--- config.mk ---
export PLATFORM = sky130hd
export DESIGN_NAME = decodificador_acoes
export DESIGN_NICKNAME = d
export VERILOG_FILES = /design/src/rtl/decodificador_acoes.sv
export SDC_FILE = /design/constraint.sdc
export NUM_CORES = 1
export LEC_CHECK = 0
export CAP_MARGIN = 20
export CELL_PAD_IN_SITES_DETAIL_PLACEMENT = 1
export CELL_PAD_IN_SITES_GLOBAL_PLACEMENT = 1
export CORE_MARGIN = 3
export CORE_UTILIZATION = 33
export DETAILED_ROUTE_END_ITERATION = 6
export PLACE_DENSITY = 0.58
export SYNTH_ARGS = -nofsm -noshare
export SYNTH_HDL_FRONTEND = slang
export SYNTH_SLANG_ARGS = --single-unit
export TNS_END_PERCENT = 30
--- constraint.sdc ---
create_clock -name clk -period 2.6 [get_ports clk]
set_clock_uncertainty 0.15 [all_clocks]
set_input_delay 0.52 -clock clk [delete_from_list [all_inputs] [get_ports clk]]
set_output_delay 0.52 -clock clk [all_outputs]
set_load 0.005 [all_outputs]
--- src/rtl/decodificador_acoes.sv ---
// Step-code decoder for the toy-dog sequencer. It samples the ripple counter's
// step code, filters out ripple glitches, drives the actuator pattern for that
// step for ACT_CYC cycles, then pulses adv to clock the counter to the next step.
module decodificador_acoes #(
  parameter int STABLE_CYC = 4,
  parameter int ACT_CYC    = 50000,
  parameter int WAIT_MAX   = 1000,
  parameter int TONE_DIV   = 250
) (
  input  logic       clk,
  input  logic       rst_n,
  input  logic       en,
  input  logic [2:0] step,
  output logic       adv,
  output logic       eyes_led,
  output logic       tail_motor,
  output logic       legs_motor,
  output logic       buzzer,
  output logic       busy,
  output logic [2:0] cur_step,
  output logic       err
);

  localparam logic [7:0]  STAB_T    = 8'(STABLE_CYC);
  localparam logic [19:0] ACT_LAST  = 20'(ACT_CYC - 1);
  localparam logic [15:0] WAIT_LAST = 16'(WAIT_MAX - 1);
  localparam logic [15:0] TONE_LAST = 16'(TONE_DIV - 1);

  typedef enum logic [1:0] {IDLE, SETTLE, RUN, DONE} state_t;

  state_t      state, state_nx;
  logic [2:0]  sync1, sync2;
  logic [7:0]  stab_cnt;
  logic [19:0] act_cnt;
  logic [15:0] wait_cnt;
  logic [15:0] tone_cnt;
  logic        tone_ph;
  logic        stable, accept, timeout, run_on;

  // stab_cnt is the number of consecutive identical samples now held in sync2
  assign stable = (stab_cnt >= STAB_T);
  assign run_on = en && (state == RUN);
  assign busy   = (state != IDLE);

  // Two-flop synchronizer plus stability counter; the counter restarts at 1
  // whenever the sample entering sync2 differs from the one it replaces.
  always_ff @(posedge clk or negedge rst_n) begin
    if (!rst_n) begin
      sync1    <= '0;
      sync2    <= '0;
      stab_cnt <= '0;
    end else begin
      sync1 <= step;
      sync2 <= sync1;
      if (sync1 != sync2)      stab_cnt <= 8'd1;
      else if (stab_cnt != '1) stab_cnt <= stab_cnt + 8'd1;
    end
  end

  // State register
  always_ff @(posedge clk or negedge rst_n) begin
    if (!rst_n) state <= IDLE;
    else        state <= state_nx;
  end

  // Next-state logic; en low overrides everything and returns to IDLE
  always_comb begin
    state_nx = state;
    accept   = 1'b0;
    timeout  = 1'b0;
    if (!en) begin
      state_nx = IDLE;
    end else begin
      case (state)
        IDLE:   state_nx = SETTLE;
        SETTLE: if (stable) begin
                  accept = 1'b1;
                  // codes 6/7 only flag err; stay here until a legal code settles
                  if (sync2 <= 3'd5) state_nx = RUN;
                end
        RUN:    if (act_cnt == ACT_LAST) state_nx = DONE;
        DONE:   if (sync2 != cur_step)          state_nx = SETTLE;
                else if (wait_cnt == WAIT_LAST) timeout  = 1'b1;
        default: state_nx = IDLE;
      endcase
    end
  end

  // Step latch, sticky error and action/wait timers
  always_ff @(posedge clk or negedge rst_n) begin
    if (!rst_n) begin
      cur_step <= '0;
      err      <= 1'b0;
      act_cnt  <= '0;
      wait_cnt <= '0;
    end else begin
      if (accept) cur_step <= sync2;
      if (!en)                                  err <= 1'b0;
      else if ((accept && sync2[2:1] == 2'b11) || timeout) err <= 1'b1;
      act_cnt <= (state == RUN) ? act_cnt + 20'd1 : '0;
      // wait_cnt == 0 marks the cycle that issues adv, both on DONE entry and
      // after each timeout
      if (state == DONE && state_nx == DONE) wait_cnt <= timeout ? '0 : wait_cnt + 16'd1;
      else                                   wait_cnt <= '0;
    end
  end

  // Bark tone phase generator, restarted low on every RUN entry
  always_ff @(posedge clk or negedge rst_n) begin
    if (!rst_n) begin
      tone_cnt <= '0;
      tone_ph  <= 1'b0;
    end else if (state == RUN) begin
      if (tone_cnt == TONE_LAST) begin
        tone_cnt <= '0;
        tone_ph  <= ~tone_ph;
      end else begin
        tone_cnt <= tone_cnt + 16'd1;
      end
    end else begin
      tone_cnt <= '0;
      tone_ph  <= 1'b0;
    end
  end

  // Registered actuator drives and advance pulse. adv comes from DONE, so it
  // always lands one cycle after the actuators drop; the !adv term keeps it
  // from repeating even when WAIT_MAX is 1.
  always_ff @(posedge clk or negedge rst_n) begin
    if (!rst_n) begin
      eyes_led   <= 1'b0;
      tail_motor <= 1'b0;
      legs_motor <= 1'b0;
      buzzer     <= 1'b0;
      adv        <= 1'b0;
    end else begin
      eyes_led   <= run_on && (cur_step == 3'd0 || cur_step == 3'd4);
      tail_motor <= run_on && (cur_step == 3'd1 || cur_step == 3'd4);
      legs_motor <= run_on && (cur_step == 3'd3);
      buzzer     <= run_on && (cur_step == 3'd2) && tone_ph;
      adv        <= en && (state == DONE) && (wait_cnt == '0) && !adv;
    end
  end

endmodule

==> results.cfg, run 1 <==
[cts]
cts_tree = yes
hold_buffers = 1
numCtsBuffers = 9
clock_latency_ns = 0.34
clkTransAtPathRegs_ns = 0.06
cts-root-buf = clkbuf_16
htree_levels = 3
cts.sinks = 78
cts.repair.resized = 0
cts_buffer_depth = 2
cts_setup_buffers = 0

[synth]
yosysTopAreaCellShare = 0.521
ys_warn_count = 0
ys_seq_area_frac = 0.521
ys_top_cells_by_area = dfrtp_1 52%, xnor2_1 6.3%, nor2_1 6.1%
avgSynthCellArea_um2 = 10.1
synth_cell_types = 46
ys_ff_latch = 78
postSynth.asyncResetShare = 1.00
synth_edf_count = 0
synth_area_um2 = 3750
synth_nets = 384
yosysTopAreaCell = dfrtp_1
synth_ff_type = dfrtp_1
synthCells = 371

[sta]
max_slew_margin = 0.429
fin_tns_setup_ns = 0
worst_slew_pin_slew_ns = 0.854
finalMaxSlewViolations = 0
setup_viol = 0
min_period_over_period = 0.860
min_period_ns = 2.24
fmax_mhz = 447
rsz0062_at_grt = false
fin_hold_ws_ns = 0.245
hold_violations = 0

[job]
max-cap-violations = 0

[global_routing]
antenna_found_initial = 0
grt_pass1_vias = 2888
grt-ovfl-total = 0
grt_usage = 0.141
grt_pass1_wl_mm = 14.3
grt_util_met1 = 0.182
grt_use_met2 = 0.222
grt_max_degree = 47
met3_usage = 0.0426
busiest_layer = met2

[cells_and_area]
syn_to_final_growth_pct = 17.9
drive_above_1_share = 0.0873
insertedDiodeCount = 0
nNetsFinal = 409
layout.cells.non_filler = 541

[detailed_routing]
drtAntennaViolNets = 0
drt_first_pass_iters = 4
drtIter0Drc = 99
drc = 0
dr_total_vias = 2755
wl_mm = 8.00
wire_per_inst_um = 14.8
avgViaCountPerCell = 5.09

[placed_design]
placed_cells = 524
place_hpwl_mm = 5.47
gp_congestion = 0.751
io_buffers = 15

[floorplan]
die_area_um2 = 12700
die_w_um = 113
initial_core_util = 0.341
rows = 38
fp.coreArea_um2 = 11000
pin_count = 16
die_height_um = 113

[pwr]
p_switching_mw = 0.562
powerDensity_nw_per_um2 = 623
irDropWorstVdd_mv = 0.380
p_leak_nw = 1.74
p_sw_frac = 0.204
seqPwrFrac = 0.454
total_power_mw = 2.75
internal_power_mw = 2.19
p_clk_frac = 0.510
combPwrFrac = 0.035

[critical_path]
crit_type = reg2out
slowest_delay_ns = 0.45
ff2ff_setup_slack_ns = 0.52
cp-start-kind = flip-flop
crit_required_ns = 1.93
path_buf_inv = 1
critPathMaxFanout = 6
arrival_ns = 1.57
crit_family = buffers and inverters
path_cells = or2_2 > clkdlybuf4s50_1
end_kind = output pin
cp_slowest_cell = clkdlybuf4s50_1

[run_status]
outcome = complete, no violations

[worst_hold_path]
hold_class = reg2reg
==> layer usage <==
metal | up-vias | wire [µm] | part of all wire
li1 | 1359 | - | -
met1 | 1364 | 3920 | 0.49
met2 | 20 | 3730 | 0.47
met3 | 12 | 220 | 0.027
met4 | 0 | 138 | 0.017
met5 | - | 0 | 0
==> power groups by stage <==
stage | registers [mW] | logic (mW) | clock network (mW)
6_report | 1.25 | 0.0971 | 1.41
5_1_grt | 1.25 | 0.112 | 1.51
4_1_cts | 1.25 | 0.102 | 1.46
3_5_place_dp | 1.27 | 0.100 | 0
3_3_place_gp | 1.27 | 0.0994 | 0
2_1_floorplan | 1.27 | 0.0376 | 0
==> metrics by stage <==
step	area (µm²)	worst slack, ns	utilization
4_1_cts	4420	0.336	0.402
6_report	4420	0.363	0.402
2_1_floorplan	3750	0.633	-
5_1_grt	4420	0.260	0.402
3_3_place_gp	4080	0.207	0.371
3_5_place_dp	4080	0.167	0.371
==> area by class of cell <==
cell class                 count  area [µm²]
inverter                      12        45.0
clock buffer                  13         270
tap                          140         175
multi-input combinational    275        1710
sequential                    78        1950
fill                        1237        6560
timing repair buffer          20         200
clock inverter                 3        65.1
==> flip-flops by register name (all words and copies together) (netlist names), 2 cells and up <==
| name | count |
|---|---|
| act_cnt | 20 |
| tone_cnt | 16 |
| wait_cnt | 16 |
| stab_cnt | 8 |
| cur_step | 3 |
| sync1 | 3 |
| sync2 | 3 |
| state | 2 |
==> final timing paths <==
path,startpoint,endpoint,depth (start not counted)
min in group asynchronous,rst_n,act_cnt[6],2
max,state[0],busy,2
min reg2reg,sync1[1],sync2[1],0
min,sync1[1],sync2[1],0
max reg2reg,cur_step[0],wait_cnt[11],4
max in group asynchronous,rst_n,wait_cnt[12],3
==> logic make-up (layout without fill, tap and decap cells) <==
group                    Yosys count  count (layout)  synth area share
AND/OR/NAND/NOR                  195             195             0.270
multiplexers                       4               4            0.0117
XOR/XNOR                          50              50             0.117
AO/OA/AOI/OAI                     19              19            0.0350
buffers and inverters             18              48            0.0224
adder cells (fa/ha/maj)            7               7            0.0234
flip-flops                        78              78             0.521
==> cells in the final DEF (no fill, tap or decap), types with 3 or more instances in the layout <==
cell type         n
clkbuf_8          3
inv_1            12
or3_1             4
o21ai_0           3
nor4_1           17
buf_4             4
or4_1             3
a31oi_1           3
xor2_1           23
nand3_1          20
ha_1              7
nand2_1          27
and3_1            4
clkdlybuf4s50_1  14
mux2_2            3
clkbuf_16         9
dfrtp_1          78
and4_1            4
nor2_1           61
nand4_1          16
nor3_1           18
a21oi_1           4
xnor2_1          27
==> cells in the mapped netlist (3+ instances only) <==
master    number
a21oi_1        4
a31oi_1        3
and3_1         4
and4_1         4
clkbuf_1       3
dfrtp_1       78
ha_1           7
inv_1         12
mux2_2         3
nand2_1       27
nand3_1       20
nand4_1       16
nor2_1        61
nor3_1        18
nor4_1        17
o21ai_0        3
or3_1          4
or4_1          3
xnor2_1       27
xor2_1        23
(Power assumes the default switching activity.)
==> inputs of run 2 (changes only) <==
CTS_CLUSTER_DIAMETER = 100   (was default)
clock period = 2.5 ns   (was 2.6 ns; I/O delays follow)
==> results.cfg, run 2 (synthesis gave the netlist of run 1 again) <==
[run_status]
outcome = complete, no violations

[global_routing]
grt_max_degree = 53
grt_pass1_vias = 2900
antenna_found_initial = 0
grt_usage = 0.137
grt-ovfl-total = 0
grt_pass1_wl_mm = 14.2

[detailed_routing]
drc = 0
avgViaCountPerCell = 5.02
wire_per_inst_um = 14.6
wl_mm = 7.92
drt_first_pass_iters = 4
dr_total_vias = 2714
drtIter0Drc = 89
drtAntennaViolNets = 0

[cells_and_area]
layout.cells.non_filler = 541
final_common_cell = dfrtp_1
fill_cells = 1233
drive_above_1_share = 0.0898
top_regs = act_cnt x20, tone_cnt x16, wait_cnt x16
layout_common_cells = 78 x dfrtp_1, 61 x nor2_1, 27 x nand2_1, 27 x xnor2_1, 23 x xor2_1
multi_input_area_um2 = 1710
top_register = act_cnt
syn_to_final_growth_pct = 17.9
final_core_util = 0.402
nNetsFinal = 409
largest_reg_flops = 20
final-seq-area_um2 = 1950
final_area_um2 = 4420
insertedDiodeCount = 0

[cts]
clock_latency_ns = 0.34
clkTransAtPathRegs_ns = 0.06
cts_tree = yes
cts.repair.resized = 0
htree_levels = 3
cts_buffer_depth = 2
cts.sinks = 78
hold_buffers = 1
cts_setup_buffers = 0
numCtsBuffers = 9
cts-root-buf = clkbuf_16

[sta]
finalMaxSlewViolations = 0
fmax_mhz = 453
min_period_over_period = 0.883
worst_slew_pin_slew_ns = 0.892
min_period_ns = 2.21
setup_viol = 0
max_slew_margin = 0.404
hold_violations = 0
rsz0062_at_grt = false
fin_hold_ws_ns = 0.248
fin_tns_setup_ns = 0

[critical_path]
arrival_ns = 1.56
end_kind = output pin
cp-start-kind = flip-flop
crit_required_ns = 1.85
critPathMaxFanout = 6
crit_type = reg2out

[floorplan]
die_area_um2 = 12700
rows = 38
initial_core_util = 0.341
fp.coreArea_um2 = 11000
pin_count = 16
die_height_um = 113
die_w_um = 113

[placed_design]
place_hpwl_mm = 5.54
placed_cells = 524
io_buffers = 15
placed_cell_area_um2 = 4080
gp_congestion = 0.741

[pwr]
irDropWorstVdd_mv = 0.403
powerDensity_nw_per_um2 = 645
p_leak_nw = 1.74

[worst_hold_path]
hold_class = reg2reg

[job]
max-cap-violations = 0
run 2: cell types whose count changed in the layout (fill, tap and decap cells not counted), sizes merged:
cell / before / now
clkinv: 1 / 2
clkbuf: 13 / 11
clkinvlp: 0 / 1
run 2: worst paths after layout:
path	start	end	slack (ns)	depth (start not counted)
max in group asynchronous	rst_n	wait_cnt[9]	1.12	3
hold / removal	sync1[2]	sync2[2]	0.25	0
min in group asynchronous	rst_n	act_cnt[6]	0.48	2
setup reg to reg	wait_cnt[0]	wait_cnt[14]	0.38	5
hold reg to reg	sync1[2]	sync2[2]	0.25	0
setup / recovery	state[0]	busy	0.29	2
run 2: layout make-up:
cell class | count | share of cell area
sequential | 78 | 0.442
multi-input combinational | 275 | 0.388
clock buffer | 11 | 0.0572
timing repair buffer | 20 | 0.0453
tap | 140 | 0.0396
clock inverter | 5 | 0.0184
inverter | 12 | 0.0102
run 2: metal layers:
metal,vias to the layer above,global-route usage,routed length [µm]
li1,1350,-,-
met4,0,0.0473,119
met5,-,0,0
met3,11,0.0388,225
met1,1329,0.179,3870
met2,24,0.220,3700
run 2: report_power, final:
part / switching, mW / internal, mW / total, mW
registers: 0.0240 / 1.28 / 1.30
logic: 0.0535 / 0.0479 / 0.101
clock network: 0.519 / 0.929 / 1.45
run 2: worst max-delay path, cell delays in order (launching register included):
cell and delay, ns:
dfrtp_1 0.44, or2_2 0.33, clkdlybuf4s50_1 0.45
run 2: through the flow:
stage | power (mW) | setup slack (ns)
3_5_place_dp | 1.43 | 0.0743
2_1_floorplan | 1.36 | 0.533
5_1_grt | 2.97 | 0.232
6_report | 2.85 | 0.293
4_1_cts | 2.90 | 0.275
3_3_place_gp | 1.43 | 0.137
==> inputs of run 3 (changes only) <==
CORE_UTILIZATION = 48   (was 33)
PLACE_DENSITY = 0.79   (was 0.58)
==> results.cfg, run 3 (synthesis gave the netlist of run 1 again) <==
[critical_path]
path_cells = or2_2 > clkdlybuf4s50_1
crit_required_ns = 1.85
critPathMaxFanout = 6
arrival_ns = 1.57
end_kind = output pin
crit_type = reg2out
reg2reg_depth = 5
path_buf_inv = 1
cp-start-kind = flip-flop
crit_family = buffers and inverters
slowest_delay_ns = 0.45
cp_slowest_cell = clkdlybuf4s50_1
path_depth = 2

[pwr]
powerDensity_nw_per_um2 = 523
p_leak_nw = 1.66
irDropWorstVdd_mv = 0.346

[sta]
min_period_ns = 2.22
fmax_mhz = 451
hold_violations = 0
min_period_over_period = 0.886
fin_tns_setup_ns = 0
finalMaxSlewViolations = 0
worst_slew_pin_slew_ns = 0.785
fin_hold_ws_ns = 0.242
max_slew_margin = 0.475
setup_viol = 0
rsz0062_at_grt = false

[detailed_routing]
dr_total_vias = 2793
drc = 0
wire_per_inst_um = 16.0
wl_mm = 7.98
drtIter0Drc = 68
avgViaCountPerCell = 5.61
drtAntennaViolNets = 0
drt_first_pass_iters = 4

[placed_design]
io_buffers = 15
gp_congestion = 0.784
place_hpwl_mm = 5.86

[cts]
cts_setup_buffers = 0
clock_latency_ns = 0.35
htree_levels = 3
cts.repair.resized = 0
clkTransAtPathRegs_ns = 0.08
numCtsBuffers = 9
cts_buffer_depth = 2
cts-root-buf = clkbuf_8
cts_tree = yes
cts.sinks = 78

[cells_and_area]
largest_reg_flops = 20
insertedDiodeCount = 0
top_register = act_cnt
nNetsFinal = 409
fill_cells = 834
drive_above_1_share = 0.0827
final-seq-area_um2 = 1950
multi_input_area_um2 = 1710
syn_to_final_growth_pct = 11.7
final_common_cell = dfrtp_1
top_regs = act_cnt x20, tone_cnt x16, wait_cnt x16
layout_common_cells = 78 x dfrtp_1, 61 x nor2_1, 27 x nand2_1, 27 x xnor2_1, 23 x xor2_1

[global_routing]
grt_max_degree = 52
grt_usage = 0.200
grt_pass1_wl_mm = 14.1
antenna_found_initial = 0
grt-ovfl-total = 0
grt_pass1_vias = 2904

[floorplan]
die_height_um = 94.4
fp.coreArea_um2 = 7410
pin_count = 16
die_area_um2 = 8910
initial_core_util = 0.506
rows = 31
die_w_um = 94.4

[job]
max-cap-violations = 0

[run_status]
outcome = complete, no violations

[worst_hold_path]
hold_class = reg2reg
min_path_cells = 0
run 3: worst register-to-register path, stage by stage, from the launching register on:
cell     delay (ns)
dfrtp_1        0.46
ha_1           0.26
and4_1         0.32
or4b_2         0.63
xor2_1         0.16
nor2_1         0.10
run 3: worst paths after layout:
kind,start,slack [ns],to
worst max-delay path,state[0],0.28,busy
worst min-delay path,sync1[2],0.24,sync2[2]
worst max register to register,wait_cnt[0],0.35,wait_cnt[14]
worst min register to register,sync1[2],0.24,sync2[2]
max in group asynchronous,rst_n,1.14,wait_cnt[3]
min in group asynchronous,rst_n,0.47,act_cnt[18]
run 3: stage by stage:
step	area, µm²	instances	setup WS (ns)	power, mW	utilization
floorplan	3750	371	0.533	1.36	-
global placement	4020	483	0.167	1.42	0.543
detailed placement	4020	483	0.124	1.43	0.543
CTS	4190	498	0.265	2.23	0.565
global route	4190	498	0.201	2.30	0.565
finish	4190	498	0.284	2.19	0.565
run 3: final cells by class:
cell class                 count  area share
timing repair buffer          20      0.0478
clock buffer                  10      0.0305
tap                           99      0.0296
inverter                      12      0.0108
clock inverter                 4     0.00627
sequential                    78       0.466
multi-input combinational    275       0.409
run 3: timing repair:
action,CTS,global route
hold buffers,1,0
hold endpoints to repair,27,0
endpoints found under the setup margin,0,0
run 3: routing by layer:
layer / share of wire / vias to the layer above / global-route usage
met2: 0.50 / 29 / 0.330
met3: 0.020 / 9 / 0.0406
met1: 0.47 / 1410 / 0.265
li1: - / 1345 / -
met4: 0.013 / 0 / 0.0686
met5: 0 / - / 0
run 3: report_power, final:
group | switching [mW] | total [mW] | leakage [nW] | internal [mW]
clock | 0.444 | 0.792 | 0.0780 | 0.348
combinational | 0.0527 | 0.101 | 0.509 | 0.0480
sequential | 0.0235 | 1.30 | 1.07 | 1.28
